### config.mk
export PLATFORM = sky130hd
export DESIGN_NAME = spi_shift_flat
export DESIGN_NICKNAME = d
export VERILOG_FILES = /design/src/rtl/spi_pkg.sv /design/src/rtl/spi_shift_if.sv /design/src/rtl/spi_bit_idx.sv /design/src/rtl/spi_shift.sv /design/src/flat_wrapper.sv
export SDC_FILE = /design/constraint.sdc
export NUM_CORES = 1
export LEC_CHECK = 0
export BUFFER_PORTS_ARGS = -buffer_cell sky130_fd_sc_hd__buf_2
export CAP_MARGIN = 15
export CORE_ASPECT_RATIO = 1.2
export CORE_MARGIN = 1
export CORE_UTILIZATION = 45
export DETAILED_ROUTE_END_ITERATION = 10
export PLACE_DENSITY = 0.66
export REMOVE_ABC_BUFFERS = 1
export SKIP_LAST_GASP = 1
export SYNTH_ARGS = -nofsm -noshare
export SYNTH_HDL_FRONTEND = slang
export SYNTH_SLANG_ARGS = --single-unit
### constraint.sdc
create_clock -name wb_clk_in -period 2.9 [get_ports wb_clk_in]
set_clock_uncertainty 0.2 [all_clocks]
set_input_delay 0.725 -clock wb_clk_in [delete_from_list [all_inputs] [get_ports wb_clk_in]]
set_output_delay 0.725 -clock wb_clk_in [all_outputs]
set_load 0.02 [all_outputs]
### src/rtl/spi_pkg.sv
// Shared constants and FSM state encoding for the SPI shift engine.
package spi_pkg;

    localparam int unsigned SPI_MAX_CHAR_DFLT      = 32;
    localparam int unsigned SPI_CHAR_LEN_BITS_DFLT = 5;

    typedef enum logic {
        ST_IDLE = 1'b0,
        ST_XFER = 1'b1
    } spi_state_e;

endpackage

### src/rtl/spi_shift_if.sv
// Control, data and serial signals between the SPI shift engine and its surroundings.
interface spi_shift_if
    import spi_pkg::*;
#(
    parameter int unsigned SPI_MAX_CHAR      = SPI_MAX_CHAR_DFLT,
    parameter int unsigned SPI_CHAR_LEN_BITS = SPI_CHAR_LEN_BITS_DFLT
);

    logic                         go;
    logic [SPI_CHAR_LEN_BITS-1:0] len;
    logic                         lsb;
    logic                         tx_negedge;
    logic                         rx_negedge;
    logic                         cpol_0;
    logic                         cpol_1;
    logic [SPI_MAX_CHAR-1:0]      p_in;
    logic                         miso;
    logic                         tip;
    logic                         last;
    logic                         done;
    logic [SPI_MAX_CHAR-1:0]      p_out;
    logic                         mosi;

    modport master (
        output go, len, lsb, tx_negedge, rx_negedge, cpol_0, cpol_1, p_in, miso,
        input  tip, last, done, p_out, mosi
    );

    modport slave (
        input  go, len, lsb, tx_negedge, rx_negedge, cpol_0, cpol_1, p_in, miso,
        output tip, last, done, p_out, mosi
    );

endinterface

### src/rtl/spi_bit_idx.sv
// Maps a transfer bit count to a word bit index for LSB-first or MSB-first ordering.
module spi_bit_idx #(
    parameter int unsigned CNT_W = 6,
    parameter int unsigned IDX_W = 5
) (
    input  logic             i_lsb,
    input  logic [CNT_W-1:0] i_n,
    input  logic [CNT_W-1:0] i_cnt,
    output logic [IDX_W-1:0] o_idx_c
);

    logic [CNT_W-1:0] w_rev;

    assign w_rev   = i_n - i_cnt - CNT_W'(1);
    assign o_idx_c = i_lsb ? IDX_W'(i_cnt) : IDX_W'(w_rev);

endmodule

### src/rtl/spi_shift.sv
// SPI shift engine: serialises p_in onto mosi and assembles p_out from miso on sclk strobes.
// LSB-first ordering is available only when SPI_LSB_FIRST_EN is defined.
module spi_shift
    import spi_pkg::*;
#(
    parameter int unsigned SPI_MAX_CHAR      = SPI_MAX_CHAR_DFLT,
    parameter int unsigned SPI_CHAR_LEN_BITS = SPI_CHAR_LEN_BITS_DFLT
) (
    input  logic       wb_clk_in,
    input  logic       wb_rst_n,
    spi_shift_if.slave bus
);

    localparam int unsigned CNT_W = SPI_CHAR_LEN_BITS + 1;
    localparam int unsigned IDX_W = SPI_CHAR_LEN_BITS;

    spi_state_e              r_state, w_state_nxt;
    logic [SPI_MAX_CHAR-1:0] r_word, w_word_nxt;
    logic [SPI_MAX_CHAR-1:0] r_p_out, w_p_out_nxt;
    logic [CNT_W-1:0]        r_n, w_n_nxt;
    logic [CNT_W-1:0]        r_tx_cnt, w_tx_cnt_nxt;
    logic [CNT_W-1:0]        r_rx_cnt, w_rx_cnt_nxt;
    logic                    r_mosi, w_mosi_nxt;
    logic                    r_done, w_done_nxt;
    logic                    r_last, w_last_nxt;
    logic                    r_tip;
    logic                    w_lsb;
    logic                    w_tx_edge;
    logic                    w_rx_edge;
    logic [IDX_W-1:0]        w_tx_idx;
    logic [IDX_W-1:0]        w_rx_idx;

`ifdef SPI_LSB_FIRST_EN
    logic r_lsb, w_lsb_nxt;
    assign w_lsb = r_lsb;
`else
    logic w_unused_lsb;
    assign w_lsb        = 1'b0;
    assign w_unused_lsb = bus.lsb;
`endif

    assign w_tx_edge = bus.tx_negedge ? bus.cpol_1 : bus.cpol_0;
    assign w_rx_edge = bus.rx_negedge ? bus.cpol_1 : bus.cpol_0;

    spi_bit_idx #(.CNT_W(CNT_W), .IDX_W(IDX_W)) u_tx_idx (
        .i_lsb   (w_lsb),
        .i_n     (r_n),
        .i_cnt   (r_tx_cnt),
        .o_idx_c (w_tx_idx)
    );

    spi_bit_idx #(.CNT_W(CNT_W), .IDX_W(IDX_W)) u_rx_idx (
        .i_lsb   (w_lsb),
        .i_n     (r_n),
        .i_cnt   (r_rx_cnt),
        .o_idx_c (w_rx_idx)
    );

    // Next-state and datapath updates; tx and rx edges in one cycle are both honoured.
    always_comb begin
        w_state_nxt  = r_state;
        w_word_nxt   = r_word;
        w_p_out_nxt  = r_p_out;
        w_n_nxt      = r_n;
        w_tx_cnt_nxt = r_tx_cnt;
        w_rx_cnt_nxt = r_rx_cnt;
        w_mosi_nxt   = r_mosi;
        w_done_nxt   = 1'b0;
`ifdef SPI_LSB_FIRST_EN
        w_lsb_nxt    = r_lsb;
`endif
        case (r_state)
            ST_IDLE: begin
                if (bus.go) begin
                    w_word_nxt   = bus.p_in;
                    w_n_nxt      = (bus.len == '0) ? CNT_W'(SPI_MAX_CHAR) : CNT_W'(bus.len);
                    w_tx_cnt_nxt = '0;
                    w_rx_cnt_nxt = '0;
                    w_p_out_nxt  = '0;
                    w_state_nxt  = ST_XFER;
`ifdef SPI_LSB_FIRST_EN
                    w_lsb_nxt    = bus.lsb;
`endif
                end
            end
            ST_XFER: begin
                if (w_tx_edge && (r_tx_cnt < r_n)) begin
                    w_mosi_nxt   = r_word[w_tx_idx];
                    w_tx_cnt_nxt = r_tx_cnt + CNT_W'(1);
                end
                if (w_rx_edge && (r_rx_cnt < r_n)) begin
                    w_p_out_nxt[w_rx_idx] = bus.miso;
                    w_rx_cnt_nxt          = r_rx_cnt + CNT_W'(1);
                    if (w_rx_cnt_nxt == r_n) begin
                        w_state_nxt = ST_IDLE;
                        w_done_nxt  = 1'b1;
                    end
                end
            end
            default: w_state_nxt = ST_IDLE;
        endcase
        w_last_nxt = (w_state_nxt == ST_XFER) && (w_tx_cnt_nxt == w_n_nxt);
    end

    always_ff @(posedge wb_clk_in or negedge wb_rst_n) begin
        if (!wb_rst_n) begin
            r_state  <= ST_IDLE;
            r_word   <= '0;
            r_p_out  <= '0;
            r_n      <= '0;
            r_tx_cnt <= '0;
            r_rx_cnt <= '0;
            r_mosi   <= 1'b0;
            r_done   <= 1'b0;
            r_last   <= 1'b0;
            r_tip    <= 1'b0;
`ifdef SPI_LSB_FIRST_EN
            r_lsb    <= 1'b0;
`endif
        end else begin
            r_state  <= w_state_nxt;
            r_word   <= w_word_nxt;
            r_p_out  <= w_p_out_nxt;
            r_n      <= w_n_nxt;
            r_tx_cnt <= w_tx_cnt_nxt;
            r_rx_cnt <= w_rx_cnt_nxt;
            r_mosi   <= w_mosi_nxt;
            r_done   <= w_done_nxt;
            r_last   <= w_last_nxt;
            r_tip    <= (w_state_nxt == ST_XFER);
`ifdef SPI_LSB_FIRST_EN
            r_lsb    <= w_lsb_nxt;
`endif
        end
    end

    assign bus.tip   = r_tip;
    assign bus.last  = r_last;
    assign bus.done  = r_done;
    assign bus.p_out = r_p_out;
    assign bus.mosi  = r_mosi;

endmodule

### src/flat_wrapper.sv
// flat-port wrapper written by rule: the top's interface ports become plain ports
module spi_shift_flat import spi_pkg::*;
#(
    parameter int unsigned SPI_MAX_CHAR      = SPI_MAX_CHAR_DFLT,
    parameter int unsigned SPI_CHAR_LEN_BITS = SPI_CHAR_LEN_BITS_DFLT
)
  (wb_clk_in, wb_rst_n, bus_go, bus_len, bus_lsb, bus_tx_negedge, bus_rx_negedge, bus_cpol_0, bus_cpol_1, bus_p_in, bus_miso, bus_tip, bus_last, bus_done, bus_p_out, bus_mosi);
  spi_shift_if #(.SPI_MAX_CHAR(SPI_MAX_CHAR), .SPI_CHAR_LEN_BITS(SPI_CHAR_LEN_BITS)) bus_i ();
  input  logic wb_clk_in;
  input  logic wb_rst_n;
  input wire logic [$bits(bus_i.go)-1:0] bus_go;
  input wire logic [$bits(bus_i.len)-1:0] bus_len;
  input wire logic [$bits(bus_i.lsb)-1:0] bus_lsb;
  input wire logic [$bits(bus_i.tx_negedge)-1:0] bus_tx_negedge;
  input wire logic [$bits(bus_i.rx_negedge)-1:0] bus_rx_negedge;
  input wire logic [$bits(bus_i.cpol_0)-1:0] bus_cpol_0;
  input wire logic [$bits(bus_i.cpol_1)-1:0] bus_cpol_1;
  input wire logic [$bits(bus_i.p_in)-1:0] bus_p_in;
  input wire logic [$bits(bus_i.miso)-1:0] bus_miso;
  output wire logic [$bits(bus_i.tip)-1:0] bus_tip;
  output wire logic [$bits(bus_i.last)-1:0] bus_last;
  output wire logic [$bits(bus_i.done)-1:0] bus_done;
  output wire logic [$bits(bus_i.p_out)-1:0] bus_p_out;
  output wire logic [$bits(bus_i.mosi)-1:0] bus_mosi;
  assign bus_i.go = bus_go;
  assign bus_i.len = bus_len;
  assign bus_i.lsb = bus_lsb;
  assign bus_i.tx_negedge = bus_tx_negedge;
  assign bus_i.rx_negedge = bus_rx_negedge;
  assign bus_i.cpol_0 = bus_cpol_0;
  assign bus_i.cpol_1 = bus_cpol_1;
  assign bus_i.p_in = bus_p_in;
  assign bus_i.miso = bus_miso;
  assign bus_tip = bus_i.tip;
  assign bus_last = bus_i.last;
  assign bus_done = bus_i.done;
  assign bus_p_out = bus_i.p_out;
  assign bus_mosi = bus_i.mosi;
  spi_shift #(.SPI_MAX_CHAR(SPI_MAX_CHAR), .SPI_CHAR_LEN_BITS(SPI_CHAR_LEN_BITS)) u_core (.wb_clk_in(wb_clk_in), .wb_rst_n(wb_rst_n), .bus(bus_i));
endmodule
==> flow_metrics.py, run 1 <==
metrics = {
    "cells_and_area": {
        "diodes": 0,
        "final_common_cell": "nand2_1",
        "syn_to_final_growth_pct": 21.48,
        "fin_cells": 715,
        "fin_area_mm2": 0.005660,
        "drive_above_1_share_pct": 24.96,
        "nNetsFinal": 657,
        "fin_util_pct": 56.27,
        "n_fill_cell": 892,
        "most-common-layout-cells": "118 x nand2_1, 86 x dfrtp_1, 79 x buf_2, 54 x o21ai_1, 31 x o21ai_0",
    },
    "cts": {
        "clk_path_buf_depth": 2,
        "clk_pin_slew_worst_paths_ns": 0.05,
        "tritoncts": "yes",
        "cts_buffers": 9,
        "htreeDepth": 3,
        "cts_sinks": 86,
        "clock_latency_ns": 0.33,
        "cts-root-buf": "clkbuf_16",
    },
    "yosys": {
        "ys_seq_area_share_pct": 46.19,
        "synth.top_cell.area_share_pct": 46.19,
        "async_flop_share_pct": 100.0,
        "synthMuxAreaShare_pct": 7.734,
        "syn_area_mm2": 0.004659,
        "synth_top_family_by_area": "simple AND/OR/NAND/NOR gates",
        "yosys.area_share.simple_pct": 18.88,
        "synth_xor_area_share_pct": 3.947,
        "ys_types": 51,
        "netlist_top_cells_area": "dfrtp_1 46%, nand2_1 9.5%, o21ai_1 5.8%, ha_1 5.4%, mux4_2 4.4%",
        "synthAdderAreaFrac_pct": 6.230,
        "synthCells": 483,
        "synth_seq_cells": 86,
        "ys_warn_count": 0,
        "synth_flop_cell": "dfrtp_1",
        "synth_compound_area_share_pct": 14.12,
        "yosys.area.top_type": "dfrtp_1",
        "synth_area_per_cell_um2": 9.647,
        "synth_edf_count": 0,
    },
    "worst_setup_path": {
        "reg2reg_slack_ns": 0.17,
        "required_ns": 2.91,
        "path_max_fanout": 5,
        "r2r-start": "u_core.r_rx_cnt[0]",
        "cp-end-kind": "register",
        "r2r-end": "u_core.bus.p_out[20]",
        "startpoint_type": "register",
        "r2r_cells": 10,
        "path_class": "register to register",
        "worstPathArrival_ns": 2.74,
    },
    "sta": {
        "slew_violations": 0,
        "fmax_mhz": 366.3,
        "max_slew.worst_pin.slew_ns": 0.5745,
        "fin_crit_sh_pct": 94.15,
        "relSlewSlack_pct": 61.70,
        "setup_viol": 0,
        "hold_violations": 0,
        "hold_slack_ns": 0.1830,
        "period_minus_slack_ns": 2.730,
    },
    "floorplan": {
        "die_height_um": 113.5,
        "dieArea_mm2": 0.01077,
        "initial_utilization_pct": 46.32,
        "rows": 40,
        "io_pins": 82,
        "die_x_um": 94.89,
        "core-area_mm2": 0.01006,
    },
    "flow_run": {
        "maxCapViolations": 0,
    },
    "place": {
        "place_area_mm2": 0.005409,
        "gp_congestion": 0.8510,
        "dpl.hpwl_um": 8299,
        "numPortBuffers": 80,
        "dp.cells": 704,
    },
    "routing": {
        "vias_per_cell": 5.397,
        "wl_per_cell_um": 15.16,
        "drt_iter0_drc": 190,
        "wl_um": 10840,
        "via_count": 3859,
        "drc": 0,
        "dr.pass1.iters": 4,
        "antenna_left": 0,
    },
    "global_routing": {
        "grt-ovfl-total": 0,
        "track_usage_pct": 22.02,
        "grt_antenna_before_repair": 0,
        "grt_pass1_vias": 3737,
        "grt_max_degree": 45,
        "grt_pass1_wl_um": 18000,
    },
    "outcome": {
        "status": "completed",
    },
    "power_and_ir_drop": {
        "powerDensity_mw_per_mm2": 1375,
        "irDropWorstVdd_mv": 0.4845,
        "power_leakage_uw": 0.002830,
    },
    "worst_hold_path": {
        "min-delay-path-class": "input port to async pin",
    },
}
-- layout make-up --
cell class	instances	area (µm²)	area share [%]
Clock buffer	11	232.7	4.111
Inverter	17	63.81	1.127
Multi-Input combinational cell	364	2394	42.29
Sequential cell	86	2152	38.02
Tap cell	126	157.7	2.785
Timing Repair Buffer	111	660.6	11.67
-- power breakdown --
group | switching (µW) | total, µW | internal (µW)
Combinational | 2650 | 4780 | 2120
Clock | 413 | 969 | 556
Sequential | 343 | 2040 | 1700
-- sequential cells by signal, indices dropped and copies added, names as in the netlist --
name,count
u_core.r_word,32
u_core.r_rx_cnt,6
u_core.bus.last,1
u_core.r_n,6
u_core.bus.p_out,32
u_core.bus.mosi,1
u_core.bus.done,1
u_core.r_tx_cnt,6
u_core.r_state,1
-- through the flow --
step | power [µW] | setup WS, ns | setup TNS (ns)
after floorplan | 5225 | -0.4193 | -10.80
after global placement | 6651 | 0.2100 | 0
after detailed placement | 6809 | 0.1030 | 0
after CTS | 7811 | 0.08099 | 0
after global routing | 8445 | -0.01645 | -0.01645
final | 7784 | 0.1697 | 0
-- worst max path at each step --
| stage | endpoint | start | slack, ns | cells after the start |
|---|---|---|---|---|
| finish | u_core.bus.p_out[20] | u_core.r_rx_cnt[0] | 0.17 | 10 |
| detailed placement | u_core.bus.mosi | u_core.r_n[0] | 0.10 | 7 |
| floorplan | u_core.bus.last | bus_go | -0.42 | 6 |
| CTS | u_core.bus.mosi | u_core.r_n[0] | 0.08 | 7 |
| global placement | u_core.bus.mosi | u_core.r_n[0] | 0.21 | 7 |
| global route | u_core.bus.p_out[0] | u_core.r_rx_cnt[0] | -0.02 | 10 |
-- layer usage --
layer	vias up	global-route usage [%]	routed length [µm]
met2	118	36.64	5316
met5	-	0	0
met1	1831	27.25	4666
met4	0	12.12	353
li1	1887	-	-
met3	23	3.200	503
-- logic make-up after synthesis --
group	count (synthesis)
adder cells (fa/ha/maj)	22
buffers and inverters	33
multiplexers	24
XOR/XNOR	21
AO/OA/AOI/OAI	117
AND/OR/NAND/NOR	180
flip-flops	86
-- timing repair --
item | in CTS | in global routing
hold endpoints to repair | 0 | 0
setup buffers | 0 | 0
gates resized for setup | 0 | 4
hold buffers | 0 | 0
setup endpoints to repair | 0 | 21
-- cell usage after synthesis, drive strengths merged (2+ instances only) --
| library cell | instances |
|---|---|
| nor3 | 5 |
| inv | 17 |
| a211oi | 2 |
| a21oi | 10 |
| o21ai | 85 |
| nor2 | 12 |
| clkbuf | 9 |
| o21bai | 2 |
| buf | 7 |
| fa | 2 |
| nor2b | 2 |
| and2 | 9 |
| mux4 | 9 |
| o21a | 2 |
| a21o | 5 |
| dfrtp | 86 |
| mux2i | 15 |
| xnor2 | 7 |
| nand4b | 2 |
| nand2 | 118 |
| nor4b | 2 |
| and4 | 3 |
| and3 | 2 |
| o31ai | 4 |
| nand3 | 16 |
| nand2b | 3 |
| nand4 | 2 |
| xor2 | 14 |
| ha | 20 |
-- worst max-delay path, stage by stage, from the launching register on --
cell and delay (ns):
dfrtp_1 0.41, inv_1 0.10, ha_1 0.24, fa_1 0.41, a21o_1 0.21, a21oi_4 0.19, xnor2_1 0.22, nand3_1 0.18
and2_1 0.24, o21ai_1 0.12, o21ai_0 0.10
(Power assumes the default switching activity.)
==> inputs of run 2 (changes only) <==
--- a/config.mk
+++ b/config.mk
@@ -12,7 +12,6 @@
 export CORE_UTILIZATION = 45
 export DETAILED_ROUTE_END_ITERATION = 10
 export PLACE_DENSITY = 0.66
-export REMOVE_ABC_BUFFERS = 1
 export SKIP_LAST_GASP = 1
 export SYNTH_ARGS = -nofsm -noshare
 export SYNTH_HDL_FRONTEND = slang
==> constraint.sdc (replaced) <==
create_clock -name wb_clk_in -period 2.9 [get_ports wb_clk_in]
set_clock_uncertainty 0.2 [all_clocks]
set_input_delay 0.435 -clock wb_clk_in [delete_from_list [all_inputs] [get_ports wb_clk_in]]
set_output_delay 0.435 -clock wb_clk_in [all_outputs]
set_load 0.02 [all_outputs]
==> run 2 against run 1 <==
Compared with the run above:
- first-iteration DRC count is 27% lower
- critical path depth shrank 2
- clock power is 18% higher
- register-to-register slack about the same
- setup slack gained 0.014 ns
- non-clock buffer count fell by 5
- combinational power down 1%
- total power grew 1.3%
- sequential share of layout area is 0.17 points lower
- core utilization rose by 0.25 points
- sequential power is essentially flat
- hold slack got worse by 0.097 ns
- critical endpoint is now u_core.bus.p_out[13]
- largest cell class unchanged
- highest routed layer unchanged
==> flow_metrics.py, run 2 (synthesis results as in run 1) <==
metrics = {
    "cells_and_area": {
        "syn_to_final_growth_pct": 22.02,
        "diodes": 0,
        "drive_above_1_share_pct": 24.62,
        "most-common-layout-cells": "118 x nand2_1, 86 x dfrtp_1, 79 x buf_2, 53 x o21ai_1, 31 x o21ai_0",
        "nNetsFinal": 652,
        "n_fill_cell": 876,
        "final_common_cell": "nand2_1",
    },
    "worst_setup_path": {
        "reg2reg_slack_ns": 0.18,
        "r2r_cells": 8,
        "startpoint_type": "register",
        "worstPathArrival_ns": 2.73,
        "cp-end-kind": "register",
        "r2r-end": "u_core.bus.p_out[13]",
        "path_max_fanout": 8,
        "path_class": "register to register",
        "required_ns": 2.92,
        "r2r-start": "u_core.r_n[2]",
    },
    "routing": {
        "via_count": 3845,
        "routed.top_layer": "met4",
        "wl_met3_um": 361,
        "dr.pass1.iters": 4,
        "drc": 0,
        "vias_per_cell": 5.378,
        "antenna_left": 0,
        "wl_um": 10760,
        "wl_met1_um": 4751,
        "wl_met2_um": 5523,
        "wl_per_cell_um": 15.05,
        "drt_iter0_drc": 138,
    },
    "floorplan": {
        "core-area_mm2": 0.01006,
        "dieArea_mm2": 0.01077,
        "rows": 40,
        "io_pins": 82,
        "initial_utilization_pct": 46.32,
        "die_height_um": 113.5,
        "die_x_um": 94.89,
    },
    "worst_hold_path": {
        "holdPathStages": 3,
        "hold_end": "u_core.r_word[26]",
        "min-delay-path-class": "input port to register",
        "hp-start": "bus_p_in[26]",
    },
    "power_and_ir_drop": {
        "p_comb_share_pct": 59.8,
        "swShare_pct": 43.96,
        "power_leakage_uw": 0.002835,
        "clkPwrFrac_pct": 14.5,
        "internal_power_uw": 4420,
        "irDropWorstVdd_mv": 0.6080,
        "p_sw_uw": 3467,
        "power.share.sequential_pct": 25.8,
        "powerDensity_mw_per_mm2": 1387,
    },
    "global_routing": {
        "grt_max_degree": 55,
        "track_usage_pct": 21.88,
        "grt_pass1_vias": 3813,
        "grt-ovfl-total": 0,
        "grt_pass1_wl_um": 18200,
        "grt_antenna_before_repair": 0,
    },
    "sta": {
        "slew_violations": 0,
        "max_slew.worst_pin.slew_ns": 0.7964,
        "hold_slack_ns": 0.08641,
        "setup_viol": 0,
        "period_minus_slack_ns": 2.716,
        "setup_tns_ns": 0,
        "fin_crit_sh_pct": 93.65,
        "relSlewSlack_pct": 46.55,
        "rsz0062_at_grt": "no",
        "hold_violations": 0,
        "fmax_mhz": 368.2,
    },
    "place": {
        "numPortBuffers": 80,
        "dpl.hpwl_um": 7914,
        "gp_congestion": 0.8309,
    },
    "cts": {
        "htreeDepth": 3,
        "clock_latency_ns": 0.34,
        "tritoncts": "yes",
        "clk_path_buf_depth": 2,
        "clk_pin_slew_worst_paths_ns": 0.06,
        "cts-root-buf": "clkbuf_16",
        "cts_buffers": 9,
        "cts_sinks": 86,
    },
    "outcome": {
        "status": "completed",
    },
    "yosys": {
        "syn_nets": 551,
    },
    "flow_run": {
        "maxCapViolations": 0,
    },
}
[run 2: power groups by stage]
| stage | registers (µW) | logic, µW | clock network, µW |
|---|---|---|---|
| after floorplan | 2210 | 3060 | 0 |
| after global routing | 2100 | 5230 | 1220 |
| after detailed placement | 2060 | 4660 | 0 |
| final | 2030 | 4710 | 1140 |
| after CTS | 2040 | 4690 | 1170 |
| after global placement | 2030 | 4540 | 0 |
[run 2: area by class of cell]
cell class / count / area [µm²] / area share [%]
multi-input combinational: 364 / 2394 / 42.10
sequential: 86 / 2152 / 37.85
timing repair buffer: 106 / 625.6 / 11.00
clock buffer: 11 / 232.7 / 4.093
tap: 126 / 157.7 / 2.773
inverter: 17 / 63.81 / 1.122
clock inverter: 5 / 60.06 / 1.056
[run 2: metal layers]
metal  GRT usage (%)  vias up
met5               0        -
met4           8.990        0
met3           3.733       11
met2           37.79       79
met1           26.80     1875
li1                -     1880
[run 2: timing repair]
item / 4_1_cts / 5_1_grt
gates resized for setup: 0 / 3
hold buffers: 1 / 0
endpoints found under the hold margin: 32 / 0
setup endpoints to repair: 0 / 17
setup buffers: 0 / 1
[run 2: critical path: stages (launching register included)]
cell     delay (ns)
dfrtp_1        0.44
ha_1           0.38
o21ai_1        0.16
a21oi_1        0.07
o31ai_1        0.31
and2_1         0.39
o21ai_1        0.33
o21ai_1        0.23
o21ai_1        0.08
[run 2: worst max path at each step]
stage	startpoint	to	slack, ns	cells after the start
CTS	u_core.r_rx_cnt[0]	u_core.bus.p_out[8]	0.14	10
global placement	u_core.r_n[2]	u_core.bus.p_out[30]	0.21	8
global route	u_core.r_n[2]	u_core.bus.p_out[17]	0.007	8
finish	u_core.r_n[2]	u_core.bus.p_out[13]	0.18	8
floorplan	u_core.r_tx_cnt[0]	u_core.bus.mosi	0.28	8
detailed placement	u_core.r_rx_cnt[0]	u_core.bus.p_out[8]	0.16	10
[run 2: through the flow]
stage / instances / utilization, % / total power (µW) / worst slack [ns] / cell area, µm²
after detailed placement: 697 / 53.25 / 6713 / 0.1573 / 5356
after global routing: 715 / 56.52 / 8548 / 0.007110 / 5685
after global placement: 697 / 53.25 / 6577 / 0.2136 / 5356
final: 715 / 56.52 / 7887 / 0.1842 / 5685
after floorplan: 483 / - / 5265 / 0.2831 / 4659
after CTS: 714 / 56.26 / 7897 / 0.1423 / 5659
==> inputs of run 3 (changes only) <==
--- a/config.mk
+++ b/config.mk
@@ -5,6 +5,7 @@
 export SDC_FILE = /design/constraint.sdc
 export NUM_CORES = 1
 export LEC_CHECK = 0
+export ABC_AREA = 1
 export BUFFER_PORTS_ARGS = -buffer_cell sky130_fd_sc_hd__buf_2
 export CAP_MARGIN = 15
 export CORE_ASPECT_RATIO = 1.2
@@ -12,6 +13,7 @@
 export CORE_UTILIZATION = 45
 export DETAILED_ROUTE_END_ITERATION = 10
 export PLACE_DENSITY = 0.66
+export RECOVER_POWER = 25
 export SKIP_LAST_GASP = 1
 export SYNTH_ARGS = -nofsm -noshare
 export SYNTH_HDL_FRONTEND = slang
==> run 3 against run 2 <==
Compared with the run above:
- clock power grew 17%
- clock-buffer cell count is the same
- register-to-register slack better by 0.15 ns
- sequential share of layout area shrank 2.2 points
- non-clock buffer count decreased by 12
- maximum frequency increased by 5.8%
- total power is 8.3% higher
- highest routed layer unchanged
==> flow_metrics.py, run 3 <==
metrics = {
    "outcome": {
        "status": "completed",
    },
    "cts": {
        "cts-root-buf": "clkbuf_16",
        "postCtsResizedCells": 0,
        "clk_path_buf_depth": 2,
        "cts_setup_buffers": 0,
        "tritoncts": "yes",
        "clk_pin_slew_worst_paths_ns": 0.06,
        "cts_sinks": 86,
        "clock_latency_ns": 0.34,
        "cts_buffers": 9,
        "htreeDepth": 3,
    },
    "yosys": {
        "synth.most_common_cell": "nand2_1",
        "synth_area_per_cell_um2": 7.139,
        "netlist_top_cells_area": "dfrtp_1 42%, nand2_1 21%, nand3_1 7.0%, o21ai_0 5.6%, ha_1 4.9%",
        "ys_types": 31,
        "synthCells": 720,
        "ys_warn_count": 0,
        "async_flop_share_pct": 100.0,
        "syn_nets": 788,
        "synth_edf_count": 0,
        "yosys.area.top_type": "dfrtp_1",
        "syn_area_mm2": 0.005140,
        "synth_flop_cell": "dfrtp_1",
        "synth.top_cell.area_share_pct": 41.87,
        "ys_seq_area_share_pct": 41.87,
        "synth_seq_cells": 86,
        "synth_commonest_cells": "291 x nand2_1, 86 x dfrtp_1, 72 x nand3_1, 65 x inv_1, 58 x o21ai_0",
    },
    "worst_setup_path": {
        "worstPathArrival_ns": 2.60,
        "startpoint_type": "register",
        "required_ns": 2.93,
        "reg2reg_slack_ns": 0.33,
        "cp-end-kind": "register",
        "cp_num_buf_inv": 1,
        "path_max_fanout": 6,
        "crit_top_cell": "nand2_1",
        "cpPeakStageDelay_ns": 0.46,
        "crit_family": "adder cells",
        "crit_chain": "inv_1, ha_1, fa_1, nand3_1, nand2_1, xor2_1, nor2_1, nand2_1, o21ai_0, nand2_1, nand2_1, nand2_1",
        "path_class": "register to register",
        "critPathSlowestCell": "dfrtp_1",
    },
    "sta": {
        "setup_tns_ns": 0,
        "setup_viol": 0,
        "slew_violations": 0,
        "rsz0062_at_grt": "no",
        "max_slew.worst_pin.slew_ns": 1.097,
        "fmax_mhz": 389.7,
        "hold_slack_ns": 0.08941,
        "fin_crit_sh_pct": 88.48,
        "relSlewSlack_pct": 26.87,
        "period_minus_slack_ns": 2.566,
        "hold_violations": 0,
    },
    "cells_and_area": {
        "final_common_cell": "nand2_1",
        "n_fill_cell": 1077,
        "most-common-layout-cells": "291 x nand2_1, 86 x dfrtp_1, 72 x nand3_1, 66 x buf_2, 65 x inv_1",
        "diodes": 0,
        "syn_to_final_growth_pct": 17.36,
        "nNetsFinal": 869,
        "drive_above_1_share_pct": 13.90,
    },
    "floorplan": {
        "die_x_um": 99.56,
        "initial_utilization_pct": 46.36,
        "die_height_um": 119.1,
        "rows": 42,
        "io_pins": 82,
        "dieArea_mm2": 0.01186,
        "core-area_mm2": 0.01109,
    },
    "global_routing": {
        "grt_pass1_vias": 4641,
        "grt_antenna_before_repair": 0,
        "grt-ovfl-total": 0,
        "track_usage_pct": 22.77,
        "grt_max_degree": 48,
        "grt_pass1_wl_um": 21420,
    },
    "power_and_ir_drop": {
        "powerDensity_mw_per_mm2": 1417,
        "power_leakage_uw": 0.003346,
        "irDropWorstVdd_mv": 0.6067,
    },
    "place": {
        "gp_congestion": 0.8838,
        "numPortBuffers": 80,
        "dpl.hpwl_um": 8991,
    },
    "routing": {
        "drt_iter0_drc": 298,
        "wl_per_cell_um": 13.16,
        "wl_um": 12630,
        "via_count": 4766,
        "dr.pass1.iters": 5,
        "antenna_left": 0,
        "vias_per_cell": 4.965,
        "drc": 0,
    },
    "flow_run": {
        "maxCapViolations": 0,
    },
    "worst_hold_path": {
        "min-delay-path-class": "input port to register",
    },
}
-- run 3: changes by cell type in the layout (fill, tap and decap cells not counted), sizes merged, moves of 14 or more --
cell	delta
inv	+56
clkbuf	+14
o21ai	-20
nand2	+176
nand3	+57
buf	-26
nor2	+33
mux2i	-15
-- run 3: logic make-up (layout without fill, tap and decap cells) --
kind of cell	after synthesis	count (layout)	synth area share, %
compound gates	88	88	9.080
xor+xnor	5	5	0.8522
fa+ha+maj	22	22	5.648
flops	86	86	41.87
buf+inv	96	182	8.350
simple gates	423	423	34.20
-- run 3: worst min-delay path, stage by stage --
cell,delay (ns)
buf_2,0.07
nand2_1,0.04
nand2_1,0.05
-- run 3: area by class of cell --
cell class	instances	area (µm²)	share of cell area [%]
Sequential cell	86	2152	35.68
Tap cell	154	192.7	3.194
Clock inverter	5	106.4	1.763
Clock buffer	11	232.7	3.858
Timing Repair Buffer	94	516.7	8.567
Inverter	72	272.8	4.522
Multi-Input combinational cell	538	2559	42.42
-- run 3: path summary, 6_finish.rpt --
path	endpoint	cells past startpoint	start
setup / recovery	u_core.bus.p_out[12]	12	u_core.r_rx_cnt[0]
hold / removal	u_core.r_word[21]	3	bus_p_in[21]
setup reg to reg	u_core.bus.p_out[12]	12	u_core.r_rx_cnt[0]
hold reg to reg	u_core.r_word[10]	2	u_core.r_word[10]
max in group asynchronous	u_core.r_word[10]	3	wb_rst_n
min in group asynchronous	u_core.r_word[5]	2	wb_rst_n
-- run 3: where the power goes --
| part | switching, µW | total [µW] | internal, µW |
|---|---|---|---|
| clock network | 487 | 1330 | 846 |
| logic | 3420 | 5070 | 1650 |
| registers | 396 | 2140 | 1750 |
-- run 3: metal layers --
metal | vias up | share of wire, % | routed length [µm] | track usage (%)
met3 | 28 | 4.1 | 516 | 3.873
met1 | 2171 | 43 | 5467 | 27.98
met2 | 112 | 50 | 6325 | 39.02
met4 | 0 | 2.5 | 322 | 10.02
li1 | 2455 | - | - | -
met5 | - | 0 | 0 | 0
-- run 3: per-stage QoR --
step	total power [µW]	setup WS, ns	cell area [µm²]	instances	util [%]
final	8545	0.3340	6032	960	54.40
after global routing	9400	0.09618	6032	960	54.40
after CTS	8590	0.3502	6051	960	54.57
after detailed placement	7200	0.3722	5702	943	51.42
after global placement	7092	0.3736	5702	943	51.42
after floorplan	5774	0.5054	5140	720	-
-- run 3: repair_timing --
action	4_1_cts	5_1_grt
hold endpoints to repair	39	0
hold buffers	1	0
setup endpoints to repair	0	0
